<file path="config.mk">
export PLATFORM = sky130hd
export DESIGN_NAME = tick_ring_sequencer_flat
export DESIGN_NICKNAME = d
export VERILOG_FILES = /design/src/rtl/tick_ring_sequencer_pkg.sv /design/src/rtl/tick_ring_sequencer_if.sv /design/src/rtl/tick_ring_sequencer_edge_detect.sv /design/src/rtl/tick_ring_sequencer.sv /design/src/flat_wrapper.sv
export SDC_FILE = /design/constraint.sdc
export NUM_CORES = 1
export LEC_CHECK = 0
export ABC_CLOCK_PERIOD_IN_PS = 1600
export BUFFER_PORTS_ARGS = -buffer_cell sky130_fd_sc_hd__buf_2
export CAP_MARGIN = 20
export CORE_ASPECT_RATIO = 1.5
export CORE_UTILIZATION = 50
export CTS_CLUSTER_SIZE = 25
export DETAILED_ROUTE_END_ITERATION = 7
export PLACE_DENSITY = 0.79
export SETUP_SLACK_MARGIN = 0.3
export SLEW_MARGIN = 15
export SYNTH_ARGS = -nofsm -noshare
export SYNTH_HDL_FRONTEND = slang
export SYNTH_SLANG_ARGS = --single-unit
</file>
<file path="constraint.sdc">
create_clock -name clk -period 1.6 [get_ports clk]
set_input_delay 0 -clock clk [delete_from_list [all_inputs] [get_ports clk]]
set_output_delay 0 -clock clk [all_outputs]
set_load 0.01 [all_outputs]
</file>
<file path="src/rtl/tick_ring_sequencer_pkg.sv">
// Shared constants for the tick-driven ring sequencer: state encoding, reset pattern, rotate helper.
package tick_ring_sequencer_pkg;

    localparam int unsigned PAT_W = 8;
    localparam int unsigned CNT_W = 4;
    localparam int unsigned ST_W  = 2;

    localparam logic [ST_W-1:0] ST_IDLE = 2'd0;
    localparam logic [ST_W-1:0] ST_RUN  = 2'd1;
    localparam logic [ST_W-1:0] ST_DONE = 2'd2;

    localparam logic [PAT_W-1:0] PATTERN_RST = 8'b0000_0001;

    // dir=0 rotates toward the MSB, dir=1 toward the LSB
    function automatic logic [PAT_W-1:0] ring_rotate(input logic [PAT_W-1:0] pat, input logic dir);
        if (dir) begin
            ring_rotate = {pat[0], pat[PAT_W-1:1]};
        end else begin
            ring_rotate = {pat[PAT_W-2:0], pat[PAT_W-1]};
        end
    endfunction

endpackage

</file>
<file path="src/rtl/tick_ring_sequencer_if.sv">
// Control/status bundle between a sequencer controller and the ring sequencer.
interface tick_ring_sequencer_if;
    import tick_ring_sequencer_pkg::*;

    logic              dclk;
    logic              start;
    logic              stop;
    logic              dir;
    logic              load;
    logic [PAT_W-1:0]  load_val;
    logic [CNT_W-1:0]  steps;
    logic [PAT_W-1:0]  pattern;
    logic [CNT_W-1:0]  step_cnt;
    logic              busy;
    logic              done;

    modport master (
        output dclk, start, stop, dir, load, load_val, steps,
        input  pattern, step_cnt, busy, done
    );

    modport slave (
        input  dclk, start, stop, dir, load, load_val, steps,
        output pattern, step_cnt, busy, done
    );

endinterface

</file>
<file path="src/rtl/tick_ring_sequencer_edge_detect.sv">
// Rising-edge detector: pulse is high in the cycle din is first sampled high.
module tick_edge_detect (
    input  logic clk,
    input  logic rst_n,
    input  logic din,
    output logic pulse
);

    logic din_q;

    always_ff @(posedge clk or negedge rst_n) begin
        if (!rst_n) begin
            din_q <= 1'b0;
        end else begin
            din_q <= din;
        end
    end

    // Combinational so the tick acts on the same edge that samples din high
    assign pulse = din & ~din_q;

endmodule

</file>
<file path="src/rtl/tick_ring_sequencer.sv">
// Ring-pattern sequencer advanced by divided-clock ticks; bounded or free-running runs.
module tick_ring_sequencer
    import tick_ring_sequencer_pkg::*;
(
    input  logic                        clk,
    input  logic                        rst_n,
    tick_ring_sequencer_if.slave        bus
);

    logic              tick;
    logic [ST_W-1:0]   state_q,   state_d;
    logic [PAT_W-1:0]  pattern_q, pattern_d;
    logic [CNT_W-1:0]  cnt_q,     cnt_d;
    logic [CNT_W-1:0]  steps_q,   steps_d;
    logic              busy_q;
    logic              done_q;
    logic [CNT_W-1:0]  cnt_inc;

    tick_edge_detect u_edge (
        .clk   (clk),
        .rst_n (rst_n),
        .din   (bus.dclk),
        .pulse (tick)
    );

    assign cnt_inc = CNT_W'(cnt_q + CNT_W'(1));

    always_ff @(posedge clk or negedge rst_n) begin
        if (!rst_n) begin
            state_q   <= ST_IDLE;
            pattern_q <= PATTERN_RST;
            cnt_q     <= '0;
            steps_q   <= '0;
            busy_q    <= 1'b0;
            done_q    <= 1'b0;
        end else begin
            state_q   <= state_d;
            pattern_q <= pattern_d;
            cnt_q     <= cnt_d;
            steps_q   <= steps_d;
            busy_q    <= (state_d == ST_RUN);
            done_q    <= (state_d == ST_DONE);
        end
    end

    // Next-state and datapath; stop has priority over a coincident tick
    always_comb begin
        state_d   = state_q;
        pattern_d = pattern_q;
        cnt_d     = cnt_q;
        steps_d   = steps_q;
        case (state_q)
            ST_IDLE: begin
                if (bus.load) begin
                    pattern_d = bus.load_val;
                end
                if (bus.start) begin
                    state_d = ST_RUN;
                    cnt_d   = '0;
                    steps_d = bus.steps;
                end
            end
            ST_RUN: begin
                if (bus.stop) begin
                    state_d = ST_IDLE;
                end else if (tick) begin
                    pattern_d = ring_rotate(pattern_q, bus.dir);
                    cnt_d     = cnt_inc;
                    if ((steps_q != '0) && (cnt_inc == steps_q)) begin
                        state_d = ST_DONE;
                    end
                end
            end
            ST_DONE: begin
                state_d = ST_IDLE;
            end
            default: begin
                state_d = ST_IDLE;
            end
        endcase
    end

    assign bus.pattern  = pattern_q;
    assign bus.step_cnt = cnt_q;
    assign bus.busy     = busy_q;
    assign bus.done     = done_q;

endmodule
</file>
<file path="src/flat_wrapper.sv">
// flat-port wrapper written by rule: the top's interface ports become plain ports
module tick_ring_sequencer_flat import tick_ring_sequencer_pkg::*;
  (clk, rst_n, bus_dclk, bus_start, bus_stop, bus_dir, bus_load, bus_load_val, bus_steps, bus_pattern, bus_step_cnt, bus_busy, bus_done);
  tick_ring_sequencer_if bus_i ();
  input  logic clk;
  input  logic rst_n;
  input wire logic [$bits(bus_i.dclk)-1:0] bus_dclk;
  input wire logic [$bits(bus_i.start)-1:0] bus_start;
  input wire logic [$bits(bus_i.stop)-1:0] bus_stop;
  input wire logic [$bits(bus_i.dir)-1:0] bus_dir;
  input wire logic [$bits(bus_i.load)-1:0] bus_load;
  input wire logic [$bits(bus_i.load_val)-1:0] bus_load_val;
  input wire logic [$bits(bus_i.steps)-1:0] bus_steps;
  output wire logic [$bits(bus_i.pattern)-1:0] bus_pattern;
  output wire logic [$bits(bus_i.step_cnt)-1:0] bus_step_cnt;
  output wire logic [$bits(bus_i.busy)-1:0] bus_busy;
  output wire logic [$bits(bus_i.done)-1:0] bus_done;
  assign bus_i.dclk = bus_dclk;
  assign bus_i.start = bus_start;
  assign bus_i.stop = bus_stop;
  assign bus_i.dir = bus_dir;
  assign bus_i.load = bus_load;
  assign bus_i.load_val = bus_load_val;
  assign bus_i.steps = bus_steps;
  assign bus_pattern = bus_i.pattern;
  assign bus_step_cnt = bus_i.step_cnt;
  assign bus_busy = bus_i.busy;
  assign bus_done = bus_i.done;
  tick_ring_sequencer u_core (.clk(clk), .rst_n(rst_n), .bus(bus_i));
endmodule
</file>
==> summary.md <==
| Metric | Value |
|---|---|
| Status | finished clean |
| Cell count after synthesis | approximately 110 |
| RR Startpoint | u_core.bus.step_cnt[0] |
| Drt pass-1 iters | 4 |
| Syn avg cell area | slightly above 10 um^2 |
| Layout Cells excl Fill | 189 |
| Number of top-level pins | 33 |
| Initial antenna violation count | 0 |
| Reg clk slew, reported paths | 0.12 ns |
| Worst Setup SP | u_core.bus.step_cnt[0] |
| Final worst-path cycle share | around 86% |
| Vias in the first global route | a little over 1,000 |
| Die Y | 59.5 um |
| GRT Overall Usage | 27.1% |
| WS Path Type | reg2reg |
| Cts bufs inserted | 3 |
| Share of post-route cells with drive strength above 1 | between 40% and 50% |
| Final hold viol count | 0 |
| Cell Pwr Density | 1480 nW/um^2 |
| Clock Skews | 0.00193 ns |
| Syn_nets | 129 |
| Distinct cells, synth | 33 |
| Core Rows | 20 |
| Hold WS | around 0.14 ns |
| Remaining DRCs | 0 |
| Routed vias | 1,030 |
| Peak Freq | between 700 and 800 MHz |
| Placed insts | 161 |
| Design Area, Final | roughly 1700 um^2 |
| Yosys warns | 0 |
| Dominant delay contributor by cell family on the critical path | flip-flops |
| Synth top cells by count | 20 x dfrtp_1, 12 x nor2_1, 11 x nand2_1 |
| Asr flop ratio synth | 100% |
| Layout net count | 188 |
| Hpwl dp | 1790 um |
| Antenna Nets Post-Route | 0 |
| Synth area leaders | dfrtp_1 45%, mux2i_1 7.3%, a21oi_1 4.1%, mux2_2 4.1%, nor2_1 4.1% |
| Synth Flop Type | dfrtp_1 |
| Die ar. | 2400 um^2 |
| Root Driver | clkbuf_4 |
| Final Setup Violations | 0 |
| Most numerous cell in the Yosys netlist | dfrtp_1 |
| WP data required | 1.83 ns |
| Slew Viols, Final | 0 |
| Vias per std cell | between 5 and 6 |
| TNS Setup | 0 ns |
| Synthesis-to-layout area growth | 51.1% |
| Type of origin of the critical path | flop |
| Area share of the largest cell type after synthesis | 45.4% |
| Post-synthesis instance area | approximately 1100 um^2 |
| Critical path buffers and inverters | 0 |
| Unrepaired setup endpoints after global routing | true |
| Worst-Skew Late Latency | 0.32 ns |
| IO buf count | 32 |
| Worst hold path class | in2async |
| Clk sinks | 21 |
| Core ar. | 2050 um^2 |
| Max IR drop VDD | 0.000971 V |
| Worst EP arrival | 1.60 ns |
| Number of max-cap violations | 0 |
| Post-synth EDFFs | 0 |
| DRT Wirelength | roughly 2900 um |
| Least-Margin Pin Slew | 0.451 ns |
| First-pass GRT wire length | between 4000 and 5000 um |
| Seq/Total Area, Yosys | 47.8% |
| Nature of the critical path endpoint | flop |
| DR iter-0 viols | 19 |
| Fin crit period | 1.38 ns |
| Max clock buf depth | 2 |
| Static leakage | 0.787 nW |
| Largest stage delay, worst path | 0.47 ns |
| Placed cell areas | 1300 um^2 |
| Worst-path cell chain | xnor2_1, nor3b_2, o2111ai_2, o22a_1 |
| Slowest-stage cell, CP | dfrtp_2 |
| Global placer's final weighted congestion | 0.790 |
| Post-synthesis sequential element count | 21 |
| Remaining global-route overflow | 0 |
| Slew margin rel. | 70.0% |
| Post-DR wirelength/cell | 15.1 um |
| H-tree depth | 1 |
| Max Fanout on Critical Path | 4 |
| TritonCTS clock tree | built |
| Cell taking the most area after synthesis | dfrtp_1 |
| DIE WIDTH | 40.3 um |
| Pin count of the biggest net entering global routing | 22 |
| # diodes | 0 |
| Initial Util | 53.7% |
-- final timing paths --
kind,endpoint,slack (ns),depth (start not counted)
max in group asynchronous,u_core.bus.pattern[0],1.13,2
min,u_core.bus.pattern[3],0.14,2
max reg2reg,u_core.bus.busy,0.22,4
max,u_core.bus.busy,0.22,4
min reg2reg,u_core.bus.pattern[0],0.50,2
min in group clk,u_core.steps_q[2],0.14,4
-- where the power goes --
group	leakage [nW]	internal (mW)	switching [mW]
clock network	0.0177	0.0939	0.179
logic	0.513	0.652	0.596
registers	0.256	0.721	0.227
-- layer usage --
| layer | vias up | track usage (%) | share of wire [%] |
|---|---|---|---|
| met4 | 0 | 11.4 | 2.8 |
| met5 | - | 0 | 0 |
| met2 | 37 | 52.4 | 58 |
| met1 | 488 | 25.5 | 35 |
| met3 | 9 | 3.38 | 4.3 |
| li1 | 496 | - | - |
-- timing repair --
item / in CTS / in global routing
pin swaps: 6 / 7
resized for setup: 12 / 18
setup endpoints to repair: 16 / 18
gates cloned: 0 / 1
hold endpoints to repair: 33 / 2
hold buffers: 13 / 2
buffers inserted: 7 / 1
-- sequential cells by signal, indices dropped and copies added (netlist names) --
register / flops
u_core.bus.busy: 1
u_core.bus.pattern: 8
u_core.steps_q: 4
u_core.state_q: 2
u_core.u_edge.din_q: 1
u_core.bus.done: 1
u_core.bus.step_cnt: 4
-- layout by cell type, fill, tap and decap left out, types with 2 or more instances in the layout --
cell            n
clkbuf_4        3
nor2b_1         2
o21bai_4        2
a21oi_1         8
buf_4           8
dlygate4sd3_1  15
dfrtp_1        16
nand3_1         2
o21ai_1         6
buf_6           3
nand2_1        11
mux2i_1         8
nor2_1         12
mux2_4          4
o21ai_0         4
dfrtp_2         4
buf_2          32
o22a_1          2
xnor2_2         2
-- through the flow --
stage | setup slack, ns | total power [mW] | utilization, %
CTS | 0.265 | 2.33 | 77.0
detailed placement | 0.203 | 1.85 | 63.4
global route | 0.185 | 2.62 | 81.2
global placement | 0.246 | 1.80 | 63.4
floorplan | 0.315 | 1.54 | -
finish | 0.223 | 2.47 | 81.2
-- area by class of cell --
class | count | area (um^2)
clock buffer | 3 | 22.5
timing repair buffer | 58 | 404
inverter | 1 | 3.75
tap | 22 | 27.5
fill | 134 | 387
clock inverter | 1 | 5.00
multi-input combinational | 83 | 671
sequential | 21 | 532
-- cell families (layout without fill, tap and decap cells) --
| kind of cell | after synthesis | count (layout) | share of synthesized area [%] |
|---|---|---|---|
| and+or+nand+nor | 38 | 38 | 17.5 |
| AOI/OAI and AO/OA | 27 | 27 | 15.7 |
| buffers and inverters | 5 | 63 | 2.61 |
| DFF | 21 | 21 | 47.8 |
| muxes | 12 | 12 | 11.4 |
| adders and majority gates | 1 | 1 | 1.13 |
| xor gates and xnor gates | 5 | 5 | 3.97 |
(Power assumes the default switching activity.)
